## src/rtl/axis_frame_aligner.sv

```systemverilog
// axis_frame_aligner: regenerates exact WIDTH x HEIGHT AXI4-Stream framing by padding, truncating and SOF hunting.
// Optional FRAME_ALIGN_STATS_EN adds saturating counters for short lines, long lines and short frames.
module axis_frame_aligner #(
   parameter int WIDTH = 32,
   parameter int HEIGHT = 16,
   parameter int DATA_WIDTH = 8,
   parameter logic [DATA_WIDTH-1:0] PAD_VALUE = '0
) (
   input  logic                  clk,
   input  logic                  rst_n,
   input  logic [DATA_WIDTH-1:0] s_axis_tdata,
   input  logic                  s_axis_tvalid,
   input  logic                  s_axis_tlast,
   input  logic                  s_axis_tuser,
   output logic                  s_axis_tready,
   output logic [DATA_WIDTH-1:0] m_axis_tdata,
   output logic                  m_axis_tvalid,
   output logic                  m_axis_tlast,
   output logic                  m_axis_tuser,
   input  logic                  m_axis_tready,
   output logic                  frame_err
`ifdef FRAME_ALIGN_STATS_EN
   ,
   output logic [15:0]           cnt_short_line,
   output logic [15:0]           cnt_long_line,
   output logic [15:0]           cnt_short_frame
`endif
);

   localparam int XW = (WIDTH > 1) ? $clog2(WIDTH) : 1;
   localparam int YW = (HEIGHT > 1) ? $clog2(HEIGHT) : 1;

   typedef enum logic [2:0] {WAIT_SOF, PASS, PAD_LINE, DROP, PAD_FRAME} state_t;

   state_t                state;
   logic [XW-1:0]         x;
   logic [YW-1:0]         y;
   logic                  out_free;
   logic                  at_origin;
   logic                  last_x;
   logic                  last_y;
   logic                  accept;
   logic                  emit;
   logic                  fwd;
   logic [DATA_WIDTH-1:0] emit_data;
   logic                  ev_short_line;
   logic                  ev_long_line;
   logic                  ev_short_frame;

   assign out_free  = !m_axis_tvalid || m_axis_tready;
   assign at_origin = (x == '0) && (y == '0);
   assign last_x    = (x == XW'(WIDTH - 1));
   assign last_y    = (y == YW'(HEIGHT - 1));

   // An SOF beat is only taken when the output register can hold it; a mid-frame SOF is held off entirely.
   always_comb begin
      s_axis_tready = 1'b0;
      if (rst_n) begin
         case (state)
            WAIT_SOF: s_axis_tready = out_free || !s_axis_tuser;
            PASS:     s_axis_tready = out_free && (!s_axis_tuser || at_origin);
            DROP:     s_axis_tready = !s_axis_tuser;
            default:  s_axis_tready = 1'b0;
         endcase
      end
   end

   assign accept = s_axis_tvalid && s_axis_tready;

   always_comb begin
      emit      = 1'b0;
      fwd       = 1'b0;
      emit_data = PAD_VALUE;
      case (state)
         WAIT_SOF: begin
            fwd       = accept && s_axis_tuser;
            emit      = fwd;
            emit_data = s_axis_tdata;
         end
         PASS: begin
            fwd       = accept;
            emit      = fwd;
            emit_data = s_axis_tdata;
         end
         PAD_LINE, PAD_FRAME: emit = out_free;
         default: emit = 1'b0;
      endcase
      ev_short_line  = fwd && s_axis_tlast && !last_x;
      ev_long_line   = fwd && !s_axis_tlast && last_x;
      ev_short_frame = s_axis_tvalid && s_axis_tuser &&
                       (((state == PASS) && !at_origin) || ((state == DROP) && (y != '0)));
   end

   always_ff @(posedge clk) begin
      if (!rst_n) begin
         state         <= WAIT_SOF;
         x             <= '0;
         y             <= '0;
         m_axis_tdata  <= '0;
         m_axis_tvalid <= 1'b0;
         m_axis_tlast  <= 1'b0;
         m_axis_tuser  <= 1'b0;
         frame_err     <= 1'b0;
      end else begin
         frame_err <= ev_short_line || ev_long_line || ev_short_frame;
         if (m_axis_tready) begin
            m_axis_tvalid <= 1'b0;
         end
         if (emit) begin
            m_axis_tvalid <= 1'b1;
            m_axis_tdata  <= emit_data;
            m_axis_tlast  <= last_x;
            m_axis_tuser  <= at_origin;
            if (last_x) begin
               x <= '0;
               y <= last_y ? '0 : y + 1'b1;
            end else begin
               x <= x + 1'b1;
            end
         end
         case (state)
            WAIT_SOF, PASS: begin
               if (ev_short_frame) begin
                  state <= PAD_FRAME;
               end else if (fwd) begin
                  if (ev_short_line) begin
                     state <= PAD_LINE;
                  end else if (ev_long_line) begin
                     state <= DROP;
                  end else if (last_x && last_y) begin
                     state <= WAIT_SOF;
                  end else begin
                     state <= PASS;
                  end
               end
            end
            PAD_LINE: begin
               if (emit && last_x) begin
                  state <= last_y ? WAIT_SOF : PASS;
               end
            end
            // Counters already wrapped on the truncated beat, so y==0 here means the frame is complete.
            DROP: begin
               if (ev_short_frame) begin
                  state <= PAD_FRAME;
               end else if (s_axis_tvalid && (s_axis_tuser || s_axis_tlast)) begin
                  state <= (y == '0) ? WAIT_SOF : PASS;
               end
            end
            PAD_FRAME: begin
               if (emit && last_x && last_y) begin
                  state <= WAIT_SOF;
               end
            end
            default: state <= WAIT_SOF;
         endcase
      end
   end

`ifdef FRAME_ALIGN_STATS_EN
   always_ff @(posedge clk) begin
      if (!rst_n) begin
         cnt_short_line  <= '0;
         cnt_long_line   <= '0;
         cnt_short_frame <= '0;
      end else begin
         if (ev_short_line && (cnt_short_line != 16'hFFFF)) begin
            cnt_short_line <= cnt_short_line + 16'd1;
         end
         if (ev_long_line && (cnt_long_line != 16'hFFFF)) begin
            cnt_long_line <= cnt_long_line + 16'd1;
         end
         if (ev_short_frame && (cnt_short_frame != 16'hFFFF)) begin
            cnt_short_frame <= cnt_short_frame + 16'd1;
         end
      end
   end
`endif

endmodule

```

## config.mk

```make
export PLATFORM = sky130hd
export DESIGN_NAME = axis_frame_aligner
export DESIGN_NICKNAME = d
export VERILOG_FILES = /design/src/rtl/axis_frame_aligner.sv
export SDC_FILE = /design/constraint.sdc
export NUM_CORES = 1
export LEC_CHECK = 0
export BUFFER_PORTS_ARGS = -buffer_cell sky130_fd_sc_hd__buf_4
export CAP_MARGIN = 10
export CORE_UTILIZATION = 54
export DETAILED_ROUTE_END_ITERATION = 12
export PLACE_DENSITY = 0.78
export SLEW_MARGIN = 20
export SYNTH_ARGS = -nofsm -noshare
export SYNTH_HDL_FRONTEND = slang
export SYNTH_SLANG_ARGS = --single-unit
```

## constraint.sdc

```tcl
create_clock -name clk -period 2.56 [get_ports clk]
set_input_delay 0.512 -clock clk [delete_from_list [all_inputs] [get_ports clk]]
set_output_delay 0.512 -clock clk [all_outputs]
set_load 0.05 [all_outputs]
```

**Word-level counts from Yosys, hierarchy flattened**

Index checks and enable logic that the tools add are counted.

- Reduce and logical (&&, ||, !) cells: 37
- Add/subtract/negate cells: 2
- Muxes and demuxes: 21
- Equal/unequal tests: 10

Operator list:

| operator | number |
|---|---|
| $mux 3 | 6 |
| $logic_and 1x1->1 | 16 |
| $pmux 3 s4 | 1 |
| $mux 8 | 1 |
| $logic_or 1x1->1 | 7 |
| $eq 3x2->1 const B | 2 |
| $mux 1 | 6 |
| $pmux 1 s3 | 2 |
| $add 5x1->5 const B | 1 |
| $eq 5x5->1 const B | 1 |
| $logic_not 1->1 | 5 |
| $logic_not 5->1 | 1 |
| $mux 5 | 1 |
| $add 4x1->4 const B | 1 |
| $eq 4x4->1 const B | 1 |
| $logic_not 4->1 | 1 |
| $mux 2 | 2 |
| $mux 4 | 1 |
| $ne 2x2->1 const B | 2 |
| $reduce_and 4->1 | 1 |
| $reduce_bool 4->1 | 1 |
| $reduce_or 2->1 | 2 |
| $eq 3x1->1 const B | 1 |
| $eq 3x3->1 const B | 1 |
| 6 further kinds | 6 |

- Word-level logic and storage cells: 78
- Bits of input ports: 14
- Register bits: 24

**Longest topological paths before layout**

- Depth in word-level cells: 16
- Mapped depth: 9

**Worst setup path after synthesis**

No wires, ideal clock.

- Kind: register to output
- From: reg x[0]
- To: out s_axis_tready
- Cell stages (with the launch flop): 7
- Arrival: 2.029 ns
- Setup slack: 0.019 ns
- Path through: dfxtp_1 -> inv_1 -> ha_1 -> or4b_4 -> nor2_1 -> o22ai_1 -> a21oi_1

- Longest elaborated chain between the ends: 6

Ends and longest elaborated chain:

| item | RTL line | text |
|---|---|---|
| from (decl) | 36 | `logic [XW-1:0] x;` |
| from (signal assigned) | 118 | `x <= x + 1'b1;` |
| $logic_not 5->1 | 51 | `assign at_origin = (x == '0) && (y == '0);` |
| $logic_and 1x1->1 | 51 |  |
| $logic_or 1x1->1 | 61 | `PASS: s_axis_tready = out_free && (!s_axis_tuser \|\| at_origin);` |
| $logic_and 1x1->1 | 61 |  |
| $pmux 1 s3 | 59 | `case (state)` |
| $mux 1 | 58 | `if (rst_n) begin` |
| to (decl) | 15 | `output logic s_axis_tready,` |

Every way passes these cells.

**Worst setup path after layout**

- From: reg x[1]
- To: out s_axis_tready

The elaborated chain is that of the path after synthesis.

==> run summary <==
The run finished with clean final reports. When the netlist entered floorplanning its net count stood at 190. The worst setup path is captured at an output pin. Among all flip-flop cells after synthesis, the most frequent one is dfxtp_1. The share of total power dissipated in the clock network is approximately 22%. The number of global-route vias before repair is approximately 1200. The type of the setup path with the least slack is reg -> out. Of the synthesized area, sequential elements account for 35.3%.

The starting utilization of the core area is 59.2%. The overall routed net length came out at 3.25 mm. The via density per instance is 6.02.

The largest family of logic cells by synthesized area is simple AND/OR/NAND/NOR gates. The worst-margin pin slew came out at 0.693 ns. The total global routing overflow came out at 0. The number of DRC markers after the initial detailed-route iteration came out at 38.

TritonCTS built the clock tree. Power spread over the standard cell area amounts to 545 nW/µm². Setup violations remaining at the end of the flow were counted as 0.

The initial antenna violation count came out at 0. Leaving out fill and tap cells, the most frequent cell in the layout is buf_4. The proportion of layout cells with a drive suffix above 1 came out at 26.6%. The placed wire-length estimate is 2.42 mm. Measured on the finished design, the core utilization comes to 72.2%. The full die area came out at approximately 2700 µm².

The number of pins exceeding their max-slew limit in the final report is 0. The region available for standard cell placement spans 2300 µm². The synthesized area divided by synthesized cell count came out at 7.95 µm². The number of placement rows came out at 17. The library cells used most frequently in the layout, excluding fill and tap cells, are buf_4, nand2_1, dfxtp_1. The overall power of the completed layout came out at 0.905 mW. The filler cells instantiated in the layout total 177.

The count of pins on the block boundary came out at 27. The share of the clock period used by the worst path is between 90% and 100%. Clock tree synthesis found a total of 24 sinks. The post-synthesis share of cell area spent on and, or, nand and nor gates is 28.8%. The all-layer global routing usage is 26.9%.

The required time at the worst-slack endpoint is ~2.1 ns. The distinct cell type count after synthesis is 40. The count of nets left with antenna violations after detail routing is 0. The fraction of synthesized area in multiplexers came out at between 2 and 2.5%. The number of diodes added for antenna fixing came out at 0. The achievable frequency came out at 406 MHz. The part of the total power dissipated in combinational logic came out at 31.4%. The via count of the routed design is ~1400. The CTS buffer count came out at 3. The final-stage net count is 219. The congestion estimate from routability-driven global placement came to 0.879. The number of DRC violations after detailed routing is 0. The synthesis warning total is 0. The internal power of the cells is 0.596 mW. The x dimension of the die is 52.2 µm. The analysis attributes to cell leakage a power of roughly 0.7 nW.

The summed negative setup slack over all endpoints is 0 ns. The number of optimization iterations in the first detailed-route pass came out at 4. The later-pin clock latency in the skew report is 0.32 ns. The count of buffers from port buffering is 26.

Of the total synthesized cell area, the portion taken by full adders, half adders and majority gates is 4.60%. The max-capacitance violation count is 0. The final design instance area without fill came out at approximately 1700 µm². Headroom to the max-slew limit came out at 53.8%.

The gate count after technology mapping came out at ~170. The register share of total power came out at 46.3%. The average detailed-routed wire length per instance came out at roughly 14 µm. The area of the mapped netlist came out at 1360 µm². In this run the clock root is driven by a clkbuf_4. For the worst setup path, the data arrival time is 1.95 ns.

The kind of start point of the critical path is a flip-flop. The final hold violation count came out at 0. The growth of design area from synthesis to finish came out at 22.0%. The flip-flop and latch count after synthesis is 24. The number of enable flip-flop cells after synthesis came out at 0. The cell area after placement is between 1500 and 2000 µm². The worst clock skew came out at around 0.0038 ns. The wire length of the first global-routing pass came out at 5.38 mm. The synthesized netlist devotes between 1 and 1.5% of its cell area to XOR and XNOR gates. The synthesized netlist devotes 21.4% of its cell area to compound gates. The worst-case IR drop observed on VDD is 0.000541 V.

The clock transition at the registers of the reported paths came out at 0.13 ns. The maximum fanout along the worst path came out at 4. Entering global routing, the biggest net connects 21 pins.

CTS built an H-tree with a depth of 1. The switching fraction of total power is roughly 34%. In this run the vertical extent of the chip is 52.2 µm. The switching power came out at between 0.3 and 0.4 mW.

The fraction of registers with async set/reset is 0%. The deepest clock path buffer count came out at 2. The worst hold path belongs to the class in -> reg. The time the final worst path needs with I/O delays and setup is 2.46 ns.
power groups by stage:
| stage | clock [mW] | combinational (mW) | sequential, mW |
|---|---|---|---|
| 3_3_place_gp | 0 | 0.255 | 0.424 |
| 5_1_grt | 0.220 | 0.306 | 0.422 |
| 2_1_floorplan | 0 | 0.145 | 0.470 |
| 6_report | 0.202 | 0.284 | 0.418 |
| 4_1_cts | 0.205 | 0.260 | 0.417 |
| 3_5_place_dp | 0 | 0.259 | 0.425 |
final timing paths:
kind	startpoint	to	slack, ns	cells past startpoint
max	x[1]	s_axis_tready	0.1	7
min	s_axis_tdata[3]	m_axis_tdata[3]	0.43	3
max reg2reg	x[1]	y[3]	0.12	8
min reg2reg	m_axis_tlast	m_axis_tlast	0.46	2
per-stage QoR:
stage / std cells / hold WS [ns] / worst slack, ns
2_1_floorplan: 171 / 0.462 / 0.0189
3_3_place_gp: 220 / 0.441 / 0.326
3_5_place_dp: 220 / 0.448 / 0.286
4_1_cts: 224 / 0.430 / 0.0142
5_1_grt: 227 / 0.438 / -0.00795
6_report: 227 / 0.433 / 0.0999
sequential cells by signal, indices dropped and copies added (netlist names):
register       cells
m_axis_tuser       1
x                  5
frame_err          1
y                  4
m_axis_tvalid      1
m_axis_tlast       1
m_axis_tdata       8
state              3
Yosys cell counts, drive strengths merged, types with 2 or more instances:
master  instances  area (µm²)
a21oi          19        95.1
a32o            2        20.0
buf             5        37.5
clkbuf          5        18.8
dfxtp          24         480
ha              5        62.6
inv             8        30.0
mux2i           3        30.0
nand2          24        90.1
nand2b          3        18.8
nand3          19        95.1
nand4           2        12.5
nor2            6        25.0
nor2b           2        12.5
nor3            3        15.0
nor3b           3        22.5
o211ai          4        30.0
o21ai          10        50.1
o22ai           2        12.5
or2             2        12.5
or3             3        18.8
xor2            2        17.5
per-layer routing:
metal	global-route usage (%)	vias to the layer above	part of all wire [%]
met5	0	-	0
met4	12.3	0	2.0
met3	4.64	11	6.6
met2	43.8	64	48
met1	34.4	624	43
li1	-	668	-
worst max-delay path: stages, from the launching register on:
cell and delay (ns):
dfxtp_2 0.36, inv_1 0.06, ha_2 0.16, or4b_4 0.48, nor2_4 0.15, o22ai_2 0.09
a21oi_2 0.15, buf_6 0.17
what timing repair did:
action,CTS,global route
setup buffers,0,3
pin swaps,0,2
setup endpoints to repair,1,1
hold buffers,0,0
resized for setup,1,9
cell type report:
type                       instances  area, µm²  share of cell area [%]
timing repair buffer              34        259                    15.6
multi-input combinational        129        816                    49.2
tap                               28       35.0                    2.11
sequential                        24        483                    29.1
clock buffer                       4       36.3                    2.19
inverter                           8       30.0                    1.81
cell families (layout without fill, tap and decap cells):
| group | Yosys count | in the layout |
|---|---|---|
| compound gates | 44 | 44 |
| xor+xnor | 2 | 2 |
| fa+ha+maj | 5 | 5 |
| buf+inv | 18 | 46 |
| flops | 24 | 24 |
| mux | 3 | 3 |
| simple gates | 75 | 75 |
No activity file was read; power rests on OpenSTA's default activity.
